==> config.mk <==
export PLATFORM = sky130hd
export DESIGN_NAME = line_rasterizer
export DESIGN_NICKNAME = d
export VERILOG_FILES = /design/src/rtl/line_rasterizer.sv
export SDC_FILE = /design/constraint.sdc
export NUM_CORES = 1
export LEC_CHECK = 0
export CAP_MARGIN = 20
export CORE_MARGIN = 2
export CORE_UTILIZATION = 60
export CTS_CLUSTER_DIAMETER = 120
export DETAILED_ROUTE_END_ITERATION = 6
export GPL_TIMING_DRIVEN = 0
export PLACE_DENSITY = 0.82
export SETUP_SLACK_MARGIN = 0.1
export SYNTH_ARGS = -nofsm -noshare
export SYNTH_HDL_FRONTEND = slang
export SYNTH_SLANG_ARGS = --single-unit
==> constraint.sdc <==
create_clock -name clk -period 9.45 [get_ports clk]
set_input_delay 1.4175 -clock clk [delete_from_list [all_inputs] [get_ports clk]]
set_output_delay 1.4175 -clock clk [all_outputs]
set_load 0.02 [all_outputs]
==> src/rtl/line_rasterizer.sv <==
// Bresenham line rasterizer: walks every pixel from start to end point inclusive
// and streams (x, y) on a valid/ready interface; one pixel per cycle when unstalled.
module line_rasterizer (
    input  logic        clk,
    input  logic        reset,
    input  logic        start,
    input  logic [37:0] locations,
    output logic        busy,
    output logic        pix_valid,
    input  logic        pix_ready,
    output logic [9:0]  pix_x,
    output logic [8:0]  pix_y,
    output logic        done
);

    localparam logic [1:0] ST_IDLE  = 2'd0;
    localparam logic [1:0] ST_SETUP = 2'd1;
    localparam logic [1:0] ST_DRAW  = 2'd2;
    localparam logic [1:0] ST_DONE  = 2'd3;

    logic [1:0]         state;
    logic [9:0]         x0, x1, cx;
    logic [8:0]         y0, y1, cy;
    logic signed [12:0] dx, dy, err;
    logic               sx, sy;

    logic signed [12:0] diff_x, diff_y, abs_x, abs_y, e2, err_next;
    logic               step_x, step_y, at_end, xfer;

    always_comb begin
        diff_x   = $signed({3'b000, x1}) - $signed({3'b000, x0});
        diff_y   = $signed({4'b0000, y1}) - $signed({4'b0000, y0});
        abs_x    = diff_x[12] ? -diff_x : diff_x;
        abs_y    = diff_y[12] ? -diff_y : diff_y;
        e2       = err <<< 1;
        step_x   = (e2 >= dy);
        step_y   = (e2 <= dx);
        // both steps are judged on the old err and fold into a single update
        err_next = err;
        if (step_x) err_next = err_next + dy;
        if (step_y) err_next = err_next + dx;
        at_end   = (cx == x1) && (cy == y1);
        xfer     = (state == ST_DRAW) && pix_ready;
    end

    assign busy      = (state != ST_IDLE);
    assign pix_valid = (state == ST_DRAW);
    assign done      = (state == ST_DONE);
    assign pix_x     = cx;
    assign pix_y     = cy;

    always_ff @(posedge clk) begin
        if (reset) begin
            state <= ST_IDLE;
            x0    <= '0;
            y0    <= '0;
            x1    <= '0;
            y1    <= '0;
            cx    <= '0;
            cy    <= '0;
            dx    <= '0;
            dy    <= '0;
            err   <= '0;
            sx    <= 1'b0;
            sy    <= 1'b0;
        end else begin
            case (state)
                ST_IDLE: begin
                    if (start) begin
                        x0    <= locations[37:28];
                        y0    <= locations[27:19];
                        x1    <= locations[18:9];
                        y1    <= locations[8:0];
                        state <= ST_SETUP;
                    end
                end
                ST_SETUP: begin
                    dx    <= abs_x;
                    dy    <= -abs_y;
                    err   <= abs_x - abs_y;
                    sx    <= !diff_x[12] && (diff_x != 13'sd0);
                    sy    <= !diff_y[12] && (diff_y != 13'sd0);
                    cx    <= x0;
                    cy    <= y0;
                    state <= ST_DRAW;
                end
                ST_DRAW: begin
                    if (xfer) begin
                        if (at_end) begin
                            state <= ST_DONE;
                        end else begin
                            err <= err_next;
                            if (step_x) cx <= sx ? cx + 10'd1 : cx - 10'd1;
                            if (step_y) cy <= sy ? cy + 9'd1 : cy - 9'd1;
                        end
                    end
                end
                default: state <= ST_IDLE;
            endcase
        end
    end

endmodule

# Yosys cells after proc, flatten, opt, wreduce, memory -nomap -nowiden
# Cells that the tools add are included.
# totals
in_bits	42
out_inout_bits	22
regBits	100
elab_cells	74
# classes
eq_ne	11
addsub	12
n_lt_le_gt_ge	2
n_mux	21
n_reduce_logical	16
# ops
operator	n
2-to-1 mux 13 bit	6
2-to-1 mux 10 bit	4
2-to-1 mux 9 bit	4
adder 13 bit	2
case mux 13 bit (2 select lines)	1
nonzero test 13 bit	2
case mux 10 bit (2 select lines)	1
case mux 9 bit (2 select lines)	1
greater-or-equal comparator 13 bit	1
less-or-equal comparator 13 bit	1
negator 10 -> 13 bit	1
negator 11 -> 13 bit	1
negator 13 bit	1
subtractor 13 bit	1
subtractor 10 x 10 -> 11 bit	1
adder 10 x 1 -> 10 bit (second input constant)	1
== test 10 bit	1
subtractor 10 x 1 -> 10 bit (second input constant)	1
subtractor 9 x 9 -> 10 bit	1
adder 9 x 1 -> 9 bit (second input constant)	1
== test 9 bit	1
subtractor 9 x 1 -> 9 bit (second input constant)	1
!= test 2 x 1 -> 1 bit (second input constant)	4
AND reduction 4 bit	2
other kinds (11)	21

# Depth between registers and ports, before layout
# Gate-level depths: netlist of run 1.
# depth
ltp_word	7
ltp_mapped	22

# Worst setup path after synthesis of run 1
# No wires, ideal clock.
# synth_timing
kind	register to register
startpoint	reg x1[0]
endpoint	reg err[10]
path_slack_ns	5.214
n_path_buf	1
stages_incl_launch_ff	23
setup_ns	0.088
arrival_time_ns	4.149
required_ns	9.362
cell_sequence	dfxtp_1 > inv_1 > ha_1 > fa_1 > nand2b_1 > a21oi_1 > o21ba_1 > a31o_2 > clkbuf_1 > nor2_1 > a21oi_1 > inv_1 > fa_1 > nor2b_1 > o21ai_0 > nand2b_1 > and2_1 > o21a_1 > nor2_1 > maj3_2 > a211o_1 > a31o_1 > nor4_2
# synth_between
elab_chain_cells	5
# synth_lines
element	line	text
start, declared	22	logic [9:0] x0, x1, cx;
start signal, assigned	72	x1 <= locations[18:9];
subtractor 10 x 10 -> 11 bit (*)	31	diff_x = $signed({3'b000, x1}) - $signed({3'b000, x0});
negator 11 -> 13 bit	33	abs_x = diff_x[12] ? -diff_x : diff_x;
2-to-1 mux 13 bit (*)	33	
via abs_x[1]	27	logic signed [12:0] diff_x, diff_y, abs_x, abs_y, e2, err_next;
subtractor 13 bit (*)	80	err <= abs_x - abs_y;
case mux 13 bit (2 select lines) (*)	67	case (state)
end signal, assigned	80	
end signal, assigned	92	err <= err_next;
end, declared	24	logic signed [12:0] dx, dy, err;
# The timed path passes the listed nets; every way through them passes the cells marked *.
# A chain may end at the register's enable or synchronous reset.

# Worst setup path after layout of run 1
# layout_timing
startpoint	reg dy[1]
endpoint	reg err[10]
# layout_between
elab_chain_cells	7
# layout_lines
element	line	text
start, declared	24	
start signal, assigned	79	dy <= -abs_y;
adder 13 bit / greater-or-equal comparator 13 bit (equally long branches)	40, 36	
2-to-1 mux 13 bit (*)	40	if (step_x) err_next = err_next + dy;
adder 13 bit	41	if (step_y) err_next = err_next + dx;
2-to-1 mux 13 bit (*)	41	
2-to-1 mux 13 bit (*)	89	if (at_end) begin
2-to-1 mux 13 bit (*)	88	if (xfer) begin
case mux 13 bit (2 select lines) (*)	67	
# Mark *: on every way between the ends. The rest lies on a longest branch, timed or not. The select of a mux whose other input is x is not followed.

==> key figures, run 1 <==
Worst setup path
  • Worst r2r src: dy[1]
  • Most used cell, CP: o21a_1
  • Slowest stage delay, CP: 0.65 ns
  • CP top delay family: compound AO/OA/AOI/OAI gates
  • Worst reg2reg path depth: 18
  • R2r setup slk: 4.37 ns
  • Critical path's slowest cell: o221ai_1
  • CP startpoint: dy[1]
  • Setup crit end: err[10]
  • Critical Path RT: 9.73 ns
  • CP Max Fanout: 10
  • CP startpoint kind: flip-flop
  • Worst EP arrival: 5.37 ns
  • Critical path buffers and inverters: 2
  • Worst path depth: 18
  • CP Class: reg2reg
  • Setup crit end kind: flip-flop
  • Crit path cell chain: inv_1 > ha_1 > nor2b_1 > o21a_1 > o21ai_0 > a21boi_0 > o221ai_1 > clkbuf_1 > mux2_2 > ha_1 > a21boi_0 > o21a_1 > nor2_1 > o21a_1 > or3_1 > a32oi_1 > nor2_1 > nor4_2
  • Reg-to-reg endpoint: err[10]

Global routing
  • Global-route wire length before repair: 37400 um
  • GRT overflow: 0
  • Largest net degree at the start of global routing: 19
  • Number of antenna violations at the first check in global routing: 0
  • Vias in the first global route: 7492
  • GRT Util Overall: 0.321

Drt
  • Routed WL: 23600 um
  • Avg Vias per Cell: 6.01
  • DRT Pass-1 Iters: 5
  • Detail Route Antenna Nets: 0
  • First-iteration detailed-routing DRC count: 601
  • Routed vias: 7989
  • Drt drc: 0
  • Avg WL per Cell: 17.7 um

Final layout
  • # diodes: 0
  • # fillers: 1154
  • Commonest non-fill, non-tap cell in the layout: nand2_1
  • Leading cell types in the layout, fill and taps excluded: nand2_1 (129), a21oi_1 (115), nor2_1 (107)
  • Area of the multi-input gates: 0.00598 mm^2
  • Nets: 1289
  • Share of cells above drive strength 1: 0.0557
  • Area Growth Syn to Fin: 14.2%
  • FF+latch area: 0.00198 mm^2

Placed design
  • Hpwl dp: 18400 um
  • Routability cong.: 0.955
  • Port Buf Inserts: 63

Synthesis
  • Ys flop type: dfxtp_1
  • Number of synthesized flops with an enable pin: 0
  • Synthesized area: 0.00841 mm^2
  • Mapped Avg Cell Area: 7.86 um^2
  • Yosys warns: 0
  • Cells after synthesis: 1070
  • #FFs+latches synth: 99
  • Post-synthesis sequential area ratio: 0.236
  • Ys async rst share: 0
  • Synthesized Nets: 1215
  • Cell variety after synth: 82

Floorplan
  • Die span in y: 122 um
  • Starting Density: 0.611
  • # rows: 43
  • IO Pins: 64
  • Die width: 122 um
  • Die Footprint: 0.0150 mm^2
  • Core ar.: 0.0138 mm^2

Worst hold path
  • Worst Hold Class: reg2reg
  • Worst hold stages: 1

STA
  • Clock skew: 0.00951 ns
  • Setup-violating endpoint count in the final report: 0
  • Final Hold Fails: 0
  • Setup_tns: 0 ns
  • Worst Max-Slew Pin Slew: 0.932 ns
  • Final min period: 5.08 ns
  • Hold_ws: 0.455 ns
  • Fin crit share: 0.538
  • Rel. slew slack: 0.379
  • Max Clk Rate: 197 MHz
  • Final Max Slew Viols: 0
  • RSZ-0062 raised after global routing: false

Clock tree
  • Hold Buf Count CTS: 0
  • H-tree levels: 3
  • Clk sinks: 99
  • Post CTS Setup Buffer Count: 0
  • Max Buffers Root-to-Sink: 2
  • # resized after CTS: 0
  • Cts bufs inserted: 9
  • CTS tree: built
  • Root Driver: clkbuf_16
  • Clock latency on the worst-skew pair: 0.37 ns
  • Clock transition at path regs: 0.08 ns

Run status
  • Outcome: finished, final reports clean

Run
  • Max cap viols: 0
-- metrics by stage --
step                      cells  instance area (um^2)  utilization  worst slack, ns
after floorplan            1070                  8410            -             5.21
after global placement     1313                  9270        0.673             4.36
final                      1329                  9600        0.697             4.37
after global routing       1329                  9600        0.697             4.01
after detailed placement   1313                  9270        0.673             4.37
after CTS                  1329                  9600        0.697             4.34
-- cell type report --
cell class,instances,area share
multi-input cells,852,0.623
flip-flops and latches,99,0.206
repair buffers,63,0.0657
inverters,82,0.0321
clock buffers,9,0.0235
well taps,180,0.0235
plain buffers,37,0.0147
clock inverters,7,0.0115
-- registers in the layout (all words and copies together), names as in the netlist --
signal,cells
y0,9
state,2
x0,10
pix_y,9
dy,13
sx,1
pix_x,10
dx,13
y1,9
err,12
x1,10
sy,1
-- cells by family after synthesis --
group,Yosys count,synth area share
xor gates and xnor gates,97,0.110
and+or+nand+nor,332,0.177
buffers and inverters,119,0.0534
DFF,99,0.236
AOI/OAI and AO/OA,288,0.225
other,1,0.000446
adders and majority gates,105,0.162
muxes,29,0.0361
-- per-layer routing --
layer,up-vias,global-route usage,part of all wire
met1,3763,0.409,0.43
met5,-,0,0
met4,0,0.136,0.033
li1,3893,-,-
met2,282,0.546,0.47
met3,51,0.0400,0.059
-- how the worst min path moves through the flow --
stage | slack [ns] | end | start
after detailed placement | 0.44 | dy[12] | dy[12]
after floorplan | 0.43 | dy[12] | dy[12]
after CTS | 0.46 | dy[12] | dy[12]
final | 0.45 | dy[12] | dy[12]
after global placement | 0.43 | dy[12] | dy[12]
after global routing | 0.46 | dy[12] | dy[12]
-- Yosys cell counts (5+ instances only) --
cell type	count	area, um^2
o21a_1	10	75.1
nor4_1	10	62.6
xnor2_1	51	447
o21bai_1	9	67.6
nand4_1	5	31.3
xor2_1	40	350
mux2i_1	18	180
a21o_1	15	113
dfxtp_1	99	1980
o211ai_1	6	45.0
buf_1	5	18.8
a21oi_1	115	576
nand2b_1	9	56.3
and2_1	8	50.1
or2_2	5	31.3
mux2_2	11	124
o21ai_0	38	190
nor2b_1	8	50.1
a211oi_1	30	225
nor2_1	107	402
a31oi_1	7	43.8
ha_1	96	1200
clkbuf_1	30	113
nand3_1	12	60.1
inv_1	81	304
nand2_1	129	484
nor3_1	20	100
fa_1	7	140
Power of run 1 is not shown: default switching activity piles up to over one toggle a cycle in this logic, so the estimate is an artifact.
==> run 2: changes to the inputs <==
==> constraint.sdc (replaced) <==
create_clock -name clk -period 4.7 [get_ports clk]
set_input_delay 0.705 -clock clk [delete_from_list [all_inputs] [get_ports clk]]
set_output_delay 0.705 -clock clk [all_outputs]
set_load 0.02 [all_outputs]
==> key figures, run 2 (synthesis results as in run 1) <==
STA
  • Final Hold Fails: 0
  • RSZ-0062 raised after global routing: false
  • Final Max Slew Viols: 0
  • Final min period: 4.40 ns
  • Fin crit share: 0.937
  • Max Clk Rate: 227 MHz
  • Clock skew: 0.00875 ns
  • Setup-violating endpoint count in the final report: 0
  • Worst Max-Slew Pin Slew: 0.890 ns
  • Rel. slew slack: 0.407

Floorplan
  • Starting Density: 0.611
  • # rows: 43
  • Die width: 122 um
  • Die span in y: 122 um
  • IO Pins: 64
  • Die Footprint: 0.0150 mm^2
  • Core ar.: 0.0138 mm^2

Worst setup path
  • Setup crit end kind: flip-flop
  • CP Class: reg2reg
  • Critical Path RT: 4.93 ns
  • Worst EP arrival: 4.63 ns
  • CP Max Fanout: 8
  • CP startpoint kind: flip-flop

Placed design
  • Hpwl dp: 18400 um
  • Port Buf Inserts: 63
  • Routability cong.: 0.955

Clock tree
  • H-tree levels: 3
  • Root Driver: clkbuf_16
  • Clock transition at path regs: 0.07 ns
  • Max Buffers Root-to-Sink: 2
  • Hold Buf Count CTS: 0
  • Clk sinks: 99
  • Clock latency on the worst-skew pair: 0.37 ns
  • CTS tree: built
  • Cts bufs inserted: 9

Drt
  • Drt drc: 0
  • Routed WL: 23800 um
  • First-iteration detailed-routing DRC count: 516
  • Avg Vias per Cell: 6.01
  • Avg WL per Cell: 17.8 um
  • Detail Route Antenna Nets: 0
  • DRT Pass-1 Iters: 6
  • Routed vias: 8021

Run status
  • Outcome: finished, final reports clean

Worst hold path
  • Worst Hold Class: reg2reg

Global routing
  • Vias in the first global route: 7522
  • GRT overflow: 0
  • GRT Util Overall: 0.322
  • Largest net degree at the start of global routing: 19
  • Number of antenna violations at the first check in global routing: 0
  • Global-route wire length before repair: 37500 um

Final layout
  • # diodes: 0
  • Commonest non-fill, non-tap cell in the layout: nand2_1
  • Share of cells above drive strength 1: 0.0797
  • Top flop regs: dx x13, dy x13, err x12
  • Nets: 1295
  • Leading cell types in the layout, fill and taps excluded: nand2_1 (129), a21oi_1 (112), nor2_1 (107)
  • Final core utilization: 0.706
  • Area Growth Syn to Fin: 15.6%

Run
  • Max cap viols: 0
run 2: cell count changes in the layout (fill, tap and decap cells not counted), sizes merged:
cell,before,now
buf,7,14
clkbuf,39,38
run 2: worst paths after layout:
path / slack (ns) / end / cells after the start / start
setup reg to reg: 0.30 / err[6] / 20 / x1[0]
hold reg to reg: 0.45 / dy[12] / 1 / dy[12]
setup / recovery: 0.30 / err[6] / 20 / x1[0]
hold / removal: 0.45 / dy[12] / 1 / dy[12]
run 2: worst max-delay path: stages, from the launching register on:
cell	delay [ns]
dfxtp_2	0.37
inv_1	0.05
ha_1	0.21
fa_1	0.42
nand2b_4	0.17
a21oi_2	0.21
o21ba_2	0.20
a31o_4	0.20
nor2_1	0.06
xnor2_1	0.43
ha_1	0.36
nor2b_1	0.15
o21ai_0	0.15
nand2b_1	0.09
and2_1	0.18
o21a_1	0.17
nor2_1	0.19
xnor3_1	0.27
o21ai_0	0.22
a21o_1	0.12
a21oi_1	0.06
run 2: final cells by class:
class / count / area [um^2]
plain buffers: 36 / 139
inverters: 82 / 308
multi-input cells: 852 / 6040
repair buffers: 70 / 683
clock inverters: 7 / 110
fillers: 1126 / 4050
flip-flops and latches: 99 / 1990
clock buffers: 9 / 225
well taps: 180 / 225
run 2: repair_timing:
action                     in CTS  in global routing
pin swaps                       1                  3
gates resized for setup         5                 20
setup endpoints to repair       6                  6
buffers inserted                3                  4
run 2: metal layers:
metal,global-route usage,share of wire
met2,0.545,0.47
met3,0.0400,0.070
met4,0.143,0.040
met5,0,0
met1,0.411,0.42
run 2: metrics by stage:
step           area [um^2]  instances  worst slack [ns]  hold slack [ns]  TNS [ns]
5_1_grt               9720       1335            0.0932            0.463         0
3_3_place_gp          9270       1313            -0.386            0.435    -0.483
2_1_floorplan         8410       1070             0.464            0.426         0
3_5_place_dp          9270       1313            -0.384            0.439    -0.689
6_report              9720       1335             0.297            0.455         0
4_1_cts               9640       1331             0.112            0.456         0
Power of run 2 is left out for the same reason.
